`src/rtl/dma_pcis_wrstrb_merge_if.sv`:
```
// Beat-in / line-out bus of the PCIS write-strobe merge stage.
// The slave modport is the merge block; the master modport is the source and sink.
interface dma_pcis_wrstrb_merge_if #(
    parameter int DATA_W = 512,
    parameter int ADDR_W = 64
);
    localparam int NLANES = DATA_W / 8;

    logic [DATA_W-1:0] packet_in;
    logic [NLANES-1:0] wrstrb_in;
    logic [ADDR_W-1:0] addr_in;
    logic              last_in;
    logic              packet_in_valid;
    logic              packet_in_grant;
    logic [DATA_W-1:0] packet_out;
    logic [NLANES-1:0] wrstrb_out;
    logic [ADDR_W-1:0] addr_out;
    logic              packet_out_valid;
    logic              packet_out_grant;

    modport slave (
        input  packet_in, wrstrb_in, addr_in, last_in, packet_in_valid, packet_out_grant,
        output packet_in_grant, packet_out, wrstrb_out, addr_out, packet_out_valid
    );

    modport master (
        output packet_in, wrstrb_in, addr_in, last_in, packet_in_valid, packet_out_grant,
        input  packet_in_grant, packet_out, wrstrb_out, addr_out, packet_out_valid
    );
endinterface

```
`src/rtl/dma_pcis_wrstrb_merge.sv`:
```
// Merges sparse-strobe DMA write beats to one line address into a single line,
// flushing on full strobe, last, address change, beat limit or idle timeout.
module dma_pcis_wrstrb_merge #(
    parameter int DATA_W    = 512,
    parameter int ADDR_W    = 64,
    parameter int MAX_BEATS = 16,
    parameter int TIMEOUT   = 32
) (
    input  logic clk,
    input  logic rst,
    dma_pcis_wrstrb_merge_if.slave bus
);
    localparam int NLANES = DATA_W / 8;
    localparam int BCW    = $clog2(MAX_BEATS + 1);
    localparam int ICW    = (TIMEOUT > 0) ? $clog2(TIMEOUT + 1) : 1;
    localparam logic [BCW-1:0] BEAT_LAST = BCW'(MAX_BEATS - 1);
    localparam logic [ICW-1:0] IDLE_LAST = ICW'(TIMEOUT - 1);

    typedef enum logic [1:0] {IDLE, ACCUM, OUT} state_t;

    state_t            state, state_nx;
    logic [DATA_W-1:0] acc_data, base_data, merged_data;
    logic [NLANES-1:0] acc_strb, merged_strb;
    logic [ADDR_W-1:0] acc_addr;
    logic [BCW-1:0]    beat_cnt;
    logic [ICW-1:0]    idle_cnt;
    logic              in_grant, accept, addr_hit;

    // In IDLE the accumulator is merged against zero so unstrobed lanes come out 0.
    always_comb begin
        base_data   = (state == IDLE) ? '0 : acc_data;
        merged_strb = ((state == IDLE) ? '0 : acc_strb) | bus.wrstrb_in;
        merged_data = base_data;
        for (int i = 0; i < NLANES; i++)
            if (bus.wrstrb_in[i]) merged_data[8*i +: 8] = bus.packet_in[8*i +: 8];
    end

    assign addr_hit = (bus.addr_in == acc_addr);
    assign accept   = bus.packet_in_valid && in_grant;

    always_comb begin
        state_nx = state;
        in_grant = 1'b0;
        case (state)
            IDLE: begin
                in_grant = !rst;
                if (accept)
                    state_nx = (&bus.wrstrb_in || bus.last_in || MAX_BEATS == 1) ? OUT : ACCUM;
            end
            ACCUM: begin
                in_grant = !rst && !(bus.packet_in_valid && !addr_hit);
                if (bus.packet_in_valid) begin
                    // A mismatched address closes the line; the beat is re-presented later.
                    if (!addr_hit || &merged_strb || bus.last_in || beat_cnt == BEAT_LAST)
                        state_nx = OUT;
                end else if (TIMEOUT != 0 && idle_cnt == IDLE_LAST) begin
                    state_nx = OUT;
                end
            end
            OUT: begin
                if (bus.packet_out_grant) state_nx = IDLE;
            end
            default: state_nx = IDLE;
        endcase
    end

    always_ff @(posedge clk or posedge rst) begin
        if (rst) begin
            state    <= IDLE;
            acc_data <= '0;
            acc_strb <= '0;
            acc_addr <= '0;
            beat_cnt <= '0;
            idle_cnt <= '0;
        end else begin
            state <= state_nx;
            case (state)
                IDLE: if (accept) begin
                    acc_data <= merged_data;
                    acc_strb <= merged_strb;
                    acc_addr <= bus.addr_in;
                    beat_cnt <= BCW'(1);
                    idle_cnt <= '0;
                end
                ACCUM: begin
                    if (accept) begin
                        acc_data <= merged_data;
                        acc_strb <= merged_strb;
                        beat_cnt <= beat_cnt + BCW'(1);
                        idle_cnt <= '0;
                    end else if (!bus.packet_in_valid) begin
                        idle_cnt <= idle_cnt + ICW'(1);
                    end
                end
                OUT: if (bus.packet_out_grant) begin
                    acc_data <= '0;
                    acc_strb <= '0;
                    beat_cnt <= '0;
                    idle_cnt <= '0;
                end
                default: ;
            endcase
        end
    end

    assign bus.packet_in_grant  = in_grant;
    assign bus.packet_out_valid = (state == OUT);
    assign bus.packet_out       = (state == OUT) ? acc_data : '0;
    assign bus.wrstrb_out       = (state == OUT) ? acc_strb : '0;
    assign bus.addr_out         = (state == OUT) ? acc_addr : '0;
endmodule

```
`src/flat_wrapper.sv`:
```
// flat-port wrapper written by rule: the top's interface ports become plain ports
module dma_pcis_wrstrb_merge_flat 
#(
    parameter int DATA_W    = 512,
    parameter int ADDR_W    = 64,
    parameter int MAX_BEATS = 16,
    parameter int TIMEOUT   = 32
)
  (clk, rst, bus_packet_in, bus_wrstrb_in, bus_addr_in, bus_last_in, bus_packet_in_valid, bus_packet_out_grant, bus_packet_in_grant, bus_packet_out, bus_wrstrb_out, bus_addr_out, bus_packet_out_valid);
  dma_pcis_wrstrb_merge_if #(.DATA_W(DATA_W), .ADDR_W(ADDR_W)) bus_i ();
  input  logic clk;
  input  logic rst;
  input wire logic [$bits(bus_i.packet_in)-1:0] bus_packet_in;
  input wire logic [$bits(bus_i.wrstrb_in)-1:0] bus_wrstrb_in;
  input wire logic [$bits(bus_i.addr_in)-1:0] bus_addr_in;
  input wire logic [$bits(bus_i.last_in)-1:0] bus_last_in;
  input wire logic [$bits(bus_i.packet_in_valid)-1:0] bus_packet_in_valid;
  input wire logic [$bits(bus_i.packet_out_grant)-1:0] bus_packet_out_grant;
  output wire logic [$bits(bus_i.packet_in_grant)-1:0] bus_packet_in_grant;
  output wire logic [$bits(bus_i.packet_out)-1:0] bus_packet_out;
  output wire logic [$bits(bus_i.wrstrb_out)-1:0] bus_wrstrb_out;
  output wire logic [$bits(bus_i.addr_out)-1:0] bus_addr_out;
  output wire logic [$bits(bus_i.packet_out_valid)-1:0] bus_packet_out_valid;
  assign bus_i.packet_in = bus_packet_in;
  assign bus_i.wrstrb_in = bus_wrstrb_in;
  assign bus_i.addr_in = bus_addr_in;
  assign bus_i.last_in = bus_last_in;
  assign bus_i.packet_in_valid = bus_packet_in_valid;
  assign bus_i.packet_out_grant = bus_packet_out_grant;
  assign bus_packet_in_grant = bus_i.packet_in_grant;
  assign bus_packet_out = bus_i.packet_out;
  assign bus_wrstrb_out = bus_i.wrstrb_out;
  assign bus_addr_out = bus_i.addr_out;
  assign bus_packet_out_valid = bus_i.packet_out_valid;
  dma_pcis_wrstrb_merge #(.DATA_W(DATA_W), .ADDR_W(ADDR_W), .MAX_BEATS(MAX_BEATS), .TIMEOUT(TIMEOUT)) u_core (.clk(clk), .rst(rst), .bus(bus_i));
endmodule
```
`config.mk`:
```
export PLATFORM = sky130hd
export DESIGN_NAME = dma_pcis_wrstrb_merge_flat
export DESIGN_NICKNAME = d
export VERILOG_FILES = /design/src/rtl/dma_pcis_wrstrb_merge_if.sv /design/src/rtl/dma_pcis_wrstrb_merge.sv /design/src/flat_wrapper.sv
export SDC_FILE = /design/constraint.sdc
export NUM_CORES = 2
export LEC_CHECK = 0
export BUFFER_PORTS_ARGS = -buffer_cell sky130_fd_sc_hd__buf_2
export CORE_AREA = 2 2 507 509
export DETAILED_ROUTE_END_ITERATION = 8
export DIE_AREA = 0 0 509 511
export PLACE_DENSITY_LB_ADDON = 0.25
export SYNTH_ARGS = -nofsm -noshare
export SYNTH_HDL_FRONTEND = slang
export SYNTH_SLANG_ARGS = --single-unit
```
`constraint.sdc`:
```
create_clock -name clk -period 18.7 [get_ports clk]
set_input_delay 1.87 -clock clk [delete_from_list [all_inputs] [get_ports clk]]
set_output_delay 1.87 -clock clk [all_outputs]
set_load 0.03 [all_outputs]
```
==> impl_metrics.ini <==
[synth]
yosys.area.top_type = dfrtp_1
synthesis.nets = 3115
ys_ff_latch = 653
netlist.area_leader.share_pct = 53.9
synth-edff-count = 0
synth_area_mm2 = 0.0303
synth_common_cells = dfrtp_1, and2_1, a32o_1, clkbuf_1, xor2_1
yosysMostFrequentCell = dfrtp_1
ys_warn_count = 0
synth_area_leaders = dfrtp_1, a32o_1, and2_1, mux2_2, xor2_1
synth_cell_type_count = 50
ys.flop_type = dfrtp_1
synth.avg_cell_area_um2 = 12.3
ys_async_sr_fraction_pct = 100
syn-instance-count = 2463
ys_seq_area_share_pct = 53.9

[critical_path]
critical_path_class = in -> reg
slowest_stage = buf_4
setup.worst_path.start_class = input port
crit_top_cell = buf_4
reg2reg_depth = 9
worstPathCellList = buf_2, xor2_1, nor4_1, nand4_1, nor4_4, o221ai_4, nor2_8, buf_4, buf_4, a32o_1
critPathCaptureType = flip-flop
cp_top_family = simple AND/OR/NAND/NOR gates
r2r-end = u_core.acc_data[328]$_DFFE_PP0P_
regToRegStartpoint = u_core.acc_addr[0]$_DFFE_PP0P_
cp.arrival_ns = 7.45
crit_path_max_fanout = 89
critPathMaxStageDelay_ns = 0.88
cp_num_buf_inv = 3
crit_required_ns = 19.36
reg2reg_slack_ns = 12.74

[routing]
wl_per_cell_um = 27.8
viasPerCell = 3.92
drc = 0
wl_um = 199000
vias = 28100
ant_nets = 0
drt_iter0_drc = 2000
drt-pass1-iter-count = 7

[status]
status = finished clean

[cts]
htreeDepth = 3
post_cts_buffers = 0
cts_sinks = 653
cts_resized = 0
clk_pin_slew_ns = 0.06
cts_buffers = 91
cts.path.max_buffers = 3
hold_buffers = 0
root_buffer = clkbuf_16
clk_latency_ns = 0.73
cts_tree = done

[layout]
postLayoutCoreUtil_pct = 17.0
layout.cells.non_filler = 7168
fin_nets = 4322
drive_gt1_share_pct = 43.4
syn2layout_area_growth_pct = 43.5

[placement]
port_buffers = 1286
dp_slack_ns = 10.96
dp_hpwl_um = 158000
place_inst = 6961
gp_congestion = 0.890

[worst_hold_path]
worst_hold_path_type = reg -> reg
min_path_cells = 1
worstHoldEndpoint = u_core.beat_cnt[3]$_DFFE_PP0P_
hold_start = u_core.beat_cnt[3]$_DFFE_PP0P_

[pwr]
peakVddDrop_uv = 83.8
total_power_w = 0.00827
power_density_mw_per_mm2 = 190
leakage_nw = 20.5

[timing]
period_share_pct = 36.3
min_period_ns = 6.79
finalSetupViolCount = 0
slew_headroom_pct = 19.2
hold_viol_final = 0
final.setup.worst_slack_ns = 11.91
finalSetupTns_ns = 0
rsz0062_at_grt = no
worstMarginPinSlew_ns = 1.20
slew_violations = 0
worst_clock_skew_ns = 0.0325
fmax_mhz = 147

[grt]
grt_max_degree = 164
grt_overflow = 0
antenna_found_initial = 109
grt_usage_pct = 14.7
grt_pass1_vias = 29100
grt_pass1_wl_um = 263000

[floorplan]
die_area_mm2 = 0.260
die_y_um = 511
core_mm2 = 0.255
die_w_um = 509
pin_count = 1287
rows = 186
initial_core_util_pct = 11.9

[job]
drv_cap = 0
routing by layer:
| metal | up-vias | GRT usage, % | part of all wire, % |
|---|---|---|---|
| met5 | - | 0 | 0.14 |
| met4 | 48 | 4.47 | 2.8 |
| met3 | 261 | 4.56 | 9.0 |
| met2 | 1352 | 25.9 | 50 |
| met1 | 14600 | 16.8 | 38 |
| li1 | 11900 | - | - |
cells by family after synthesis:
| logic type | share of synthesized area (%) |
|---|---|
| simple gates | 15.0 |
| compound gates | 22.4 |
| flops | 53.9 |
| buf+inv | 4.06 |
| xor+xnor | 1.93 |
| mux | 2.38 |
| fa+ha+maj | 0.289 |
stage by stage:
stage | hold WS (ns) | cell area, um^2
global placement | 0.465 | 40300
finish | 0.476 | 43500
CTS | 0.475 | 43400
global route | 0.489 | 43500
floorplan | 0.439 | 30300
detailed placement | 0.469 | 40300
cell usage in the layout, fill, tap and decap left out, types with 21 or more instances in the layout:
cell type,netlist,final
buf_4,53,54
o22ai_1,30,29
dfrtp_1,653,653
clkbuf_8,0,22
a22o_1,65,65
xor2_1,66,66
clkbuf_1,146,21
a32o_1,512,512
clkbuf_16,0,93
o21ai_2,38,38
nor4_1,28,26
buf_2,14,1286
and2_1,642,642
nand4_1,23,23
diode_2,0,38
mux2_2,64,64
registers in the layout, indices dropped and copies added (netlist names):
| register | cells |
|---|---|
| u_core.acc_data | 512 |
| u_core.acc_addr | 64 |
| u_core.acc_strb | 64 |
| u_core.idle_cnt | 6 |
| u_core.beat_cnt | 5 |
| u_core.state | 2 |
cell type report:
type | count | area (um^2)
antenna | 38 | 95.1
clock buffer | 136 | 2710
clock inverter | 33 | 393
fill | 28700 | 212000
inverter | 10 | 41.3
multi-input combinational | 1572 | 12800
sequential | 653 | 16300
tap | 3384 | 4230
timing repair buffer | 1342 | 6880
power by group:
| part | internal (W) | total [W] | switching, W |
|---|---|---|---|
| Combinational | 0.00123 | 0.00389 | 0.00265 |
| Clock | 0.00106 | 0.00183 | 0.000765 |
| Sequential | 0.00210 | 0.00255 | 0.000456 |
worst max path at each step:
stage,start,depth (start not counted),to
after detailed placement,bus_addr_in[0],10,u_core.acc_data[207]$_DFFE_PP0P_
after floorplan,rst,5,u_core.acc_strb[11]$_DFFE_PP0P_
after global placement,bus_addr_in[0],10,u_core.acc_data[321]$_DFFE_PP0P_
after global routing,u_core.state[0]$_DFFE_PP0P_,7,bus_packet_out[251]
final,bus_addr_in[0],10,u_core.acc_data[328]$_DFFE_PP0P_
after CTS,u_core.state[0]$_DFFE_PP0P_,7,bus_packet_out[251]
Note: power is estimated with default switching activity, not from simulation.
